--- src/rtl/i2c_bus_arbiter_pkg.sv ---
// Shared types and defaults for the I2C byte-command bus arbiter.
package i2c_bus_arbiter_pkg;

    localparam int unsigned IDLE_TIMEOUT_DEFAULT = 1_000_000;
    // Width of the latched write byte; the arbiter's DATA_WIDTH must not exceed it.
    localparam int unsigned CMD_DIN_W = 8;

    typedef enum logic [2:0] {
        StIdle,
        StBusy,
        StCmd,
        StForceStop,
        StRelease
    } arb_state_t;

    typedef struct packed {
        logic                 start;
        logic                 stop;
        logic                 read;
        logic                 write;
        logic                 ack_in;
        logic [CMD_DIN_W-1:0] din;
    } i2c_cmd_t;

    localparam i2c_cmd_t FORCE_STOP_CMD = '{
        start: 1'b0, stop: 1'b1, read: 1'b0, write: 1'b0, ack_in: 1'b1, din: '0
    };

endpackage

--- src/rtl/i2c_bus_arbiter_rr_picker.sv ---
// Combinational round-robin picker: one-hot pick of the first requester after last_i.
module i2c_bus_arbiter_rr_picker #(
    parameter int unsigned NUM_REQ = 2
) (
    input  logic [NUM_REQ-1:0]         req_i,
    input  logic [$clog2(NUM_REQ)-1:0] last_i,
    output logic [NUM_REQ-1:0]         pick_o
);
    localparam int unsigned IdxW = $clog2(NUM_REQ);

    logic [IdxW-1:0] idx;

    // Walk from the farthest candidate back to the nearest so the nearest one wins.
    always_comb begin
        pick_o = '0;
        idx    = '0;
        for (int unsigned k = NUM_REQ; k >= 1; k--) begin
            idx = IdxW'((32'(last_i) + k) % NUM_REQ);
            if (req_i[idx]) begin
                pick_o      = '0;
                pick_o[idx] = 1'b1;
            end
        end
    end

endmodule

--- src/rtl/i2c_bus_arbiter.sv ---
// Shares one I2C byte-controller command port among NUM_REQ requesters, holding the
// grant for a whole START..STOP transaction and recovering the bus with a forced STOP.
module i2c_bus_arbiter
    import i2c_bus_arbiter_pkg::*;
#(
    parameter int unsigned NUM_REQ      = 2,
    parameter int unsigned DATA_WIDTH   = 8,
    parameter int unsigned IDLE_TIMEOUT = IDLE_TIMEOUT_DEFAULT
) (
    input  logic                          clk_i,
    input  logic                          arstn_i,
    input  logic [NUM_REQ-1:0]            req_i,
    input  logic [NUM_REQ-1:0]            start_i,
    input  logic [NUM_REQ-1:0]            stop_i,
    input  logic [NUM_REQ-1:0]            read_i,
    input  logic [NUM_REQ-1:0]            write_i,
    input  logic [NUM_REQ-1:0]            ack_in_i,
    input  logic [NUM_REQ*DATA_WIDTH-1:0] din_i,
    output logic [NUM_REQ-1:0]            grant_o,
    output logic [NUM_REQ-1:0]            cmd_ack_o,
    output logic [NUM_REQ-1:0]            err_o,
    output logic [DATA_WIDTH-1:0]         dout_o,
    output logic                          ack_out_o,
    output logic                          m_start_o,
    output logic                          m_stop_o,
    output logic                          m_read_o,
    output logic                          m_write_o,
    output logic                          m_ack_in_o,
    output logic [DATA_WIDTH-1:0]         m_din_o,
    input  logic                          m_cmd_ack_i,
    input  logic                          m_ack_out_i,
    input  logic                          m_al_i,
    input  logic [DATA_WIDTH-1:0]         m_dout_i
);
    localparam int unsigned IdxW = $clog2(NUM_REQ);
    localparam int unsigned CntW = $clog2(IDLE_TIMEOUT + 1);

    arb_state_t          state_q;
    logic [NUM_REQ-1:0]  grant_q;
    logic [NUM_REQ-1:0]  err_q;
    logic [IdxW-1:0]     last_q;
    logic [CntW-1:0]     idle_cnt_q;
    logic                in_txn_q;
    logic                guard_q;
    i2c_cmd_t            cmd_q;

    logic [NUM_REQ-1:0]  pick;
    logic [IdxW-1:0]     g_idx;
    i2c_cmd_t            sel_cmd;
    logic                req_g;
    logic                cmd_valid;
    logic                cmd_illegal;
    logic                idle_hit;

    i2c_bus_arbiter_rr_picker #(
        .NUM_REQ(NUM_REQ)
    ) u_picker (
        .req_i (req_i),
        .last_i(last_q),
        .pick_o(pick)
    );

    always_comb begin
        g_idx   = '0;
        sel_cmd = '0;
        req_g   = 1'b0;
        for (int unsigned i = 0; i < NUM_REQ; i++) begin
            if (grant_q[i]) begin
                g_idx          = IdxW'(i);
                req_g          = req_i[i];
                sel_cmd.start  = start_i[i];
                sel_cmd.stop   = stop_i[i];
                sel_cmd.read   = read_i[i];
                sel_cmd.write  = write_i[i];
                sel_cmd.ack_in = ack_in_i[i];
                sel_cmd.din    = CMD_DIN_W'(din_i[i*DATA_WIDTH +: DATA_WIDTH]);
            end
        end
    end

    // The guard cycle after an ack stops a requester's stale command from replaying.
    assign cmd_valid   = !guard_q && |{sel_cmd.start, sel_cmd.stop, sel_cmd.read,
                                       sel_cmd.write, sel_cmd.ack_in};
    assign cmd_illegal = sel_cmd.read && sel_cmd.write;
    assign idle_hit    = idle_cnt_q >= CntW'(IDLE_TIMEOUT - 1);

    always_ff @(posedge clk_i or negedge arstn_i) begin
        if (!arstn_i) begin
            state_q    <= StIdle;
            grant_q    <= '0;
            err_q      <= '0;
            last_q     <= IdxW'(NUM_REQ - 1);
            idle_cnt_q <= '0;
            in_txn_q   <= 1'b0;
            guard_q    <= 1'b0;
            cmd_q      <= '0;
        end else begin
            err_q   <= '0;
            guard_q <= 1'b0;
            // Lost arbitration: another master owns the bus, so just let go, no STOP.
            if (m_al_i && state_q inside {StBusy, StCmd, StForceStop}) begin
                err_q    <= grant_q;
                cmd_q    <= '0;
                in_txn_q <= 1'b0;
                state_q  <= StRelease;
            end else begin
                unique case (state_q)
                    StIdle: begin
                        if (|req_i) begin
                            grant_q    <= pick;
                            idle_cnt_q <= '0;
                            state_q    <= StBusy;
                        end
                    end
                    StBusy: begin
                        if (cmd_valid && cmd_illegal) begin
                            err_q <= grant_q;
                        end else if (cmd_valid) begin
                            cmd_q   <= sel_cmd;
                            state_q <= StCmd;
                        end else if (!req_g) begin
                            if (in_txn_q) begin
                                err_q   <= grant_q;
                                cmd_q   <= FORCE_STOP_CMD;
                                state_q <= StForceStop;
                            end else begin
                                state_q <= StRelease;
                            end
                        end else if (idle_hit) begin
                            err_q      <= grant_q;
                            idle_cnt_q <= CntW'(IDLE_TIMEOUT);
                            if (in_txn_q) begin
                                cmd_q   <= FORCE_STOP_CMD;
                                state_q <= StForceStop;
                            end else begin
                                state_q <= StRelease;
                            end
                        end else begin
                            idle_cnt_q <= idle_cnt_q + 1'b1;
                        end
                    end
                    StCmd: begin
                        if (m_cmd_ack_i) begin
                            if (cmd_q.start) in_txn_q <= 1'b1;
                            if (cmd_q.stop)  in_txn_q <= 1'b0;
                            cmd_q      <= '0;
                            idle_cnt_q <= '0;
                            guard_q    <= 1'b1;
                            state_q    <= StBusy;
                        end
                    end
                    StForceStop: begin
                        if (m_cmd_ack_i) begin
                            cmd_q    <= '0;
                            in_txn_q <= 1'b0;
                            state_q  <= StRelease;
                        end
                    end
                    StRelease: begin
                        grant_q <= '0;
                        last_q  <= g_idx;
                        state_q <= StIdle;
                    end
                    default: state_q <= StIdle;
                endcase
            end
        end
    end

    assign cmd_ack_o  = (state_q == StCmd && m_cmd_ack_i && !m_al_i) ? grant_q : '0;
    assign grant_o    = grant_q;
    assign err_o      = err_q;
    assign m_start_o  = cmd_q.start;
    assign m_stop_o   = cmd_q.stop;
    assign m_read_o   = cmd_q.read;
    assign m_write_o  = cmd_q.write;
    assign m_ack_in_o = cmd_q.ack_in;
    assign m_din_o    = cmd_q.din[DATA_WIDTH-1:0];
    assign dout_o     = m_dout_i;
    assign ack_out_o  = m_ack_out_i;

endmodule

--- config.mk ---
export PLATFORM = sky130hd
export DESIGN_NAME = i2c_bus_arbiter
export DESIGN_NICKNAME = d
export VERILOG_FILES = /design/src/rtl/i2c_bus_arbiter_pkg.sv /design/src/rtl/i2c_bus_arbiter_rr_picker.sv /design/src/rtl/i2c_bus_arbiter.sv
export SDC_FILE = /design/constraint.sdc
export NUM_CORES = 1
export LEC_CHECK = 0
export ABC_CLOCK_PERIOD_IN_PS = 3300
export BUFFER_PORTS_ARGS = -buffer_cell sky130_fd_sc_hd__buf_2
export CAP_MARGIN = 30
export CORE_MARGIN = 5
export CORE_UTILIZATION = 54
export DETAILED_ROUTE_END_ITERATION = 8
export PLACE_DENSITY = 0.8
export SYNTH_ARGS = -nofsm -noshare
export SYNTH_HDL_FRONTEND = slang
export SYNTH_SLANG_ARGS = --single-unit
export TNS_END_PERCENT = 20
--- constraint.sdc ---
create_clock -name clk_i -period 3.3 [get_ports clk_i]
set_clock_uncertainty 0.15 [all_clocks]
set_input_delay 0.33 -clock clk_i [delete_from_list [all_inputs] [get_ports clk_i]]
set_output_delay 0.33 -clock clk_i [all_outputs]
set_load 0.1 [all_outputs]
==> metrics.csv <==
metric,value,unit
max-cap violation count,0,
grt ovf,0,
CP Max Fanout,16,
TritonCTS Sinks,43,
"Seq/Total Area, Yosys",37.7,%
Diodes inserted,0,
Setup CP Type,reg2reg,
Hold Buf Count CTS,0,
switching pwr,1.51,mW
Clock transition at path regs,80,ps
Ys Warns,0,
die area,6850,um^2
Post-synth ARST share,100,%
initial core utilization,55.6,%
via count,2598,
Slew headroom,43.2,%
LEAKAGE,1.50,nW
post-cts sizing count,0,
fmax,0.377,GHz
worst path required time,3330,ps
slowest CP cell,dfrtp_1,
"Clk Latency, worst-skew pair",300,ps
CP Launch Type,flop,
combinational power share,59.0,%
DRC violations left,0,
final hold violations,0,
GPL Wtd Cong,0.920,
number of synthesized flops with an enable pin,0,
Num CTS Buffers,5,
first-pass GRT wire length,11700,um
H-tree levels,2,
post-route cell area,3210,um^2
layout cells sized above 1,25.6,%
Mapped Area,2860,um^2
internal power,1.41,mW
GRT Util Overall,22.0,%
CTS tree,built,
Post-Synthesis Mean Instance Area,9.34,um^2
io pins,69,
num rows,26,
number of global-route vias before repair,2455,
worst slew pin tran,850,ps
Clock Power Share,14.7,%
fin crit share,80.4,%
via-per-instance ratio,6.34,
CP arrival,2690,ps
area grow syn2layout,12.4,%
#FFs+latches synth,43,
crit-path cells,and4b_1 > o2111a_1 > or4_4 > a211oi_4 > buf_4 > mux2_2,
Cells after Synth,306,
# fillers,457,
worst hold path type,in2reg,
net count after synthesis,348,
Max VDD drop,0.000621,V
iteration-0 DRC count of the detailed router,270,
placed wire-length estimate,5030,um
post-route ant nets,0,
routed len/inst,17.3,um
PwrDens,910,nW/um^2
Final nets,381,
Bufs and invs on worst path,1,
largest net degree at the start of global routing,44,
port bufs,50,
Die Wd,82.7,um
initial antenna violation count,0,
core box area,5140,um^2
setup TNS after final layout,0,ps
final setup vio count,0,
slowest cell delay on critical path,600,ps
CP endpoint kind,flop,
CTS Buffer Depth,2,
CTS Root Cell,clkbuf_8,
sequential share of power,26.3,%
switching power share of the total,51.7,%
DRT Pass-1 Iters,5,
WL final,7100,um
"Top FF cell, synth",dfrtp_1,
"CP delay by family, top",simple AND/OR/NAND/NOR gates,
RSZ-0062 raised after global routing,false,
postcts setup bufs,0,
number of distinct library cells after synthesis,61,
outcome,"complete, no violations",
Final Max Slew Viols,0,
Die Ht,82.7,um
"Min Clock Period, post-route",2650,ps
Placed Area,3060,um^2
## registers in the layout, summed over array words and instances (netlist names)
| signal | flops |
|---|---|
| idle_cnt_q | 20 |
| m_din_o | 8 |
| state_q | 3 |
| err_o | 2 |
| grant_o | 2 |
| guard_q | 1 |
| in_txn_q | 1 |
| last_q | 1 |
| m_ack_in_o | 1 |
| m_read_o | 1 |
| m_start_o | 1 |
| m_stop_o | 1 |
| m_write_o | 1 |
## Yosys cell counts (2+ instances only)
library cell,number,share of area (%)
dfrtp_1,42,37
nor2_1,25,3.3
a22oi_1,22,5.8
nand2_1,16,2.1
nand3_1,13,2.3
o21ai_0,13,2.3
clkbuf_1,12,1.6
buf_4,11,2.9
or4_1,11,2.9
mux2_4,10,5.3
buf_2,9,1.6
inv_1,9,1.2
and2_1,8,1.8
o31ai_1,8,2.1
a211oi_1,6,1.6
mux2_2,6,2.4
o22a_1,6,1.8
a21oi_1,5,0.88
and3_1,5,1.1
nand4_1,5,1.1
nor4_1,5,1.1
nand2b_1,4,0.88
nor3_1,4,0.70
or3_1,4,0.88
a31oi_1,3,0.66
a41oi_1,3,0.92
and4_1,3,0.92
a32o_1,2,0.70
nand3b_1,2,0.53
o211a_1,2,0.70
o32ai_1,2,0.61
## path summary, 6_finish.rpt
| check | startpoint | endpoint | slack [ps] | depth (start not counted) |
|---|---|---|---|---|
| min reg2reg | m_din_o[7]$_DFFE_PN0P_ | m_din_o[7]$_DFFE_PN0P_ | 360 | 1 |
| max reg2reg | grant_o[1]$_DFFE_PN0P_ | m_ack_in_o$_DFFE_PN0P_ | 650 | 6 |
| min in group asynchronous | arstn_i | idle_cnt_q[7]$_DFFE_PN0P_ | 260 | 2 |
| max in group asynchronous | arstn_i | last_q$_DFFE_PN1P_ | 2220 | 3 |
| max | grant_o[1]$_DFFE_PN0P_ | m_ack_in_o$_DFFE_PN0P_ | 650 | 6 |
| min | req_i[1] | grant_o[1]$_DFFE_PN0P_ | 190 | 2 |
## layout make-up
class	count	area, um^2	area share [%]
clock buffer	6	82.6	2.57
clock inverter	2	35.0	1.09
inverter	9	33.8	1.05
multi-input combinational	221	1560	48.7
sequential	43	1080	33.5
tap	70	87.6	2.73
timing repair buffer	59	333	10.4
## per-layer routing
layer  up-vias  routed length, um  GRT usage, %
li1       1230                  -             -
met1      1245               3110          31.4
met2       112               3410          33.5
met3        11                520          5.31
met4         0                 67          5.23
met5         -                  0             0
## stage by stage
stage               power, mW  instances  hold WS [ps]  setup WS [ps]  utilization, %
global placement         2.45        400           341            711            59.6
global route             3.11        410           198            541            62.5
detailed placement       2.48        400           338            676            59.6
finish                   2.92        410           189            647            62.5
floorplan                2.22        306          -116            320               -
CTS                      2.92        408          66.5            663            61.9
## power groups by stage
stage	clock network, mW	registers, mW	logic [mW]
after global routing	0.463	0.787	1.86
after detailed placement	0	0.771	1.71
after floorplan	0	1.11	1.11
after CTS	0.440	0.763	1.72
after global placement	0	0.770	1.68
final	0.431	0.767	1.72
## layout by cell type (no fill, tap or decap), types with 6 or more instances in the layout
cell type	count
mux2_4	10
nand2_1	16
a22oi_1	22
and2_1	8
nand3_1	13
mux2_2	6
o21ai_0	13
nor2_1	25
a211oi_1	6
dfrtp_1	42
inv_1	9
clkbuf_8	6
buf_4	7
o31ai_1	8
o22a_1	6
buf_2	50
or4_1	11
## worst register-to-register path, cell delays in order, from the launching register on
cell,delay [ps]
dfrtp_1,600
and4b_1,260
o2111a_1,240
or4_4,490
a211oi_4,160
buf_4,270
mux2_2,370
## cells by family (layout without fill, tap and decap cells)
logic type / after synthesis / count (layout) / share of synthesized area (%)
AND/OR/NAND/NOR: 115 / 115 / 22.6
buffers and inverters: 42 / 76 / 7.62
flip-flops: 43 / 43 / 37.7
AO/OA/AOI/OAI: 88 / 88 / 23.7
adder cells (fa/ha/maj): 1 / 1 / 0.438
multiplexers: 17 / 17 / 7.97
Power figures use the tool's default switching activity.
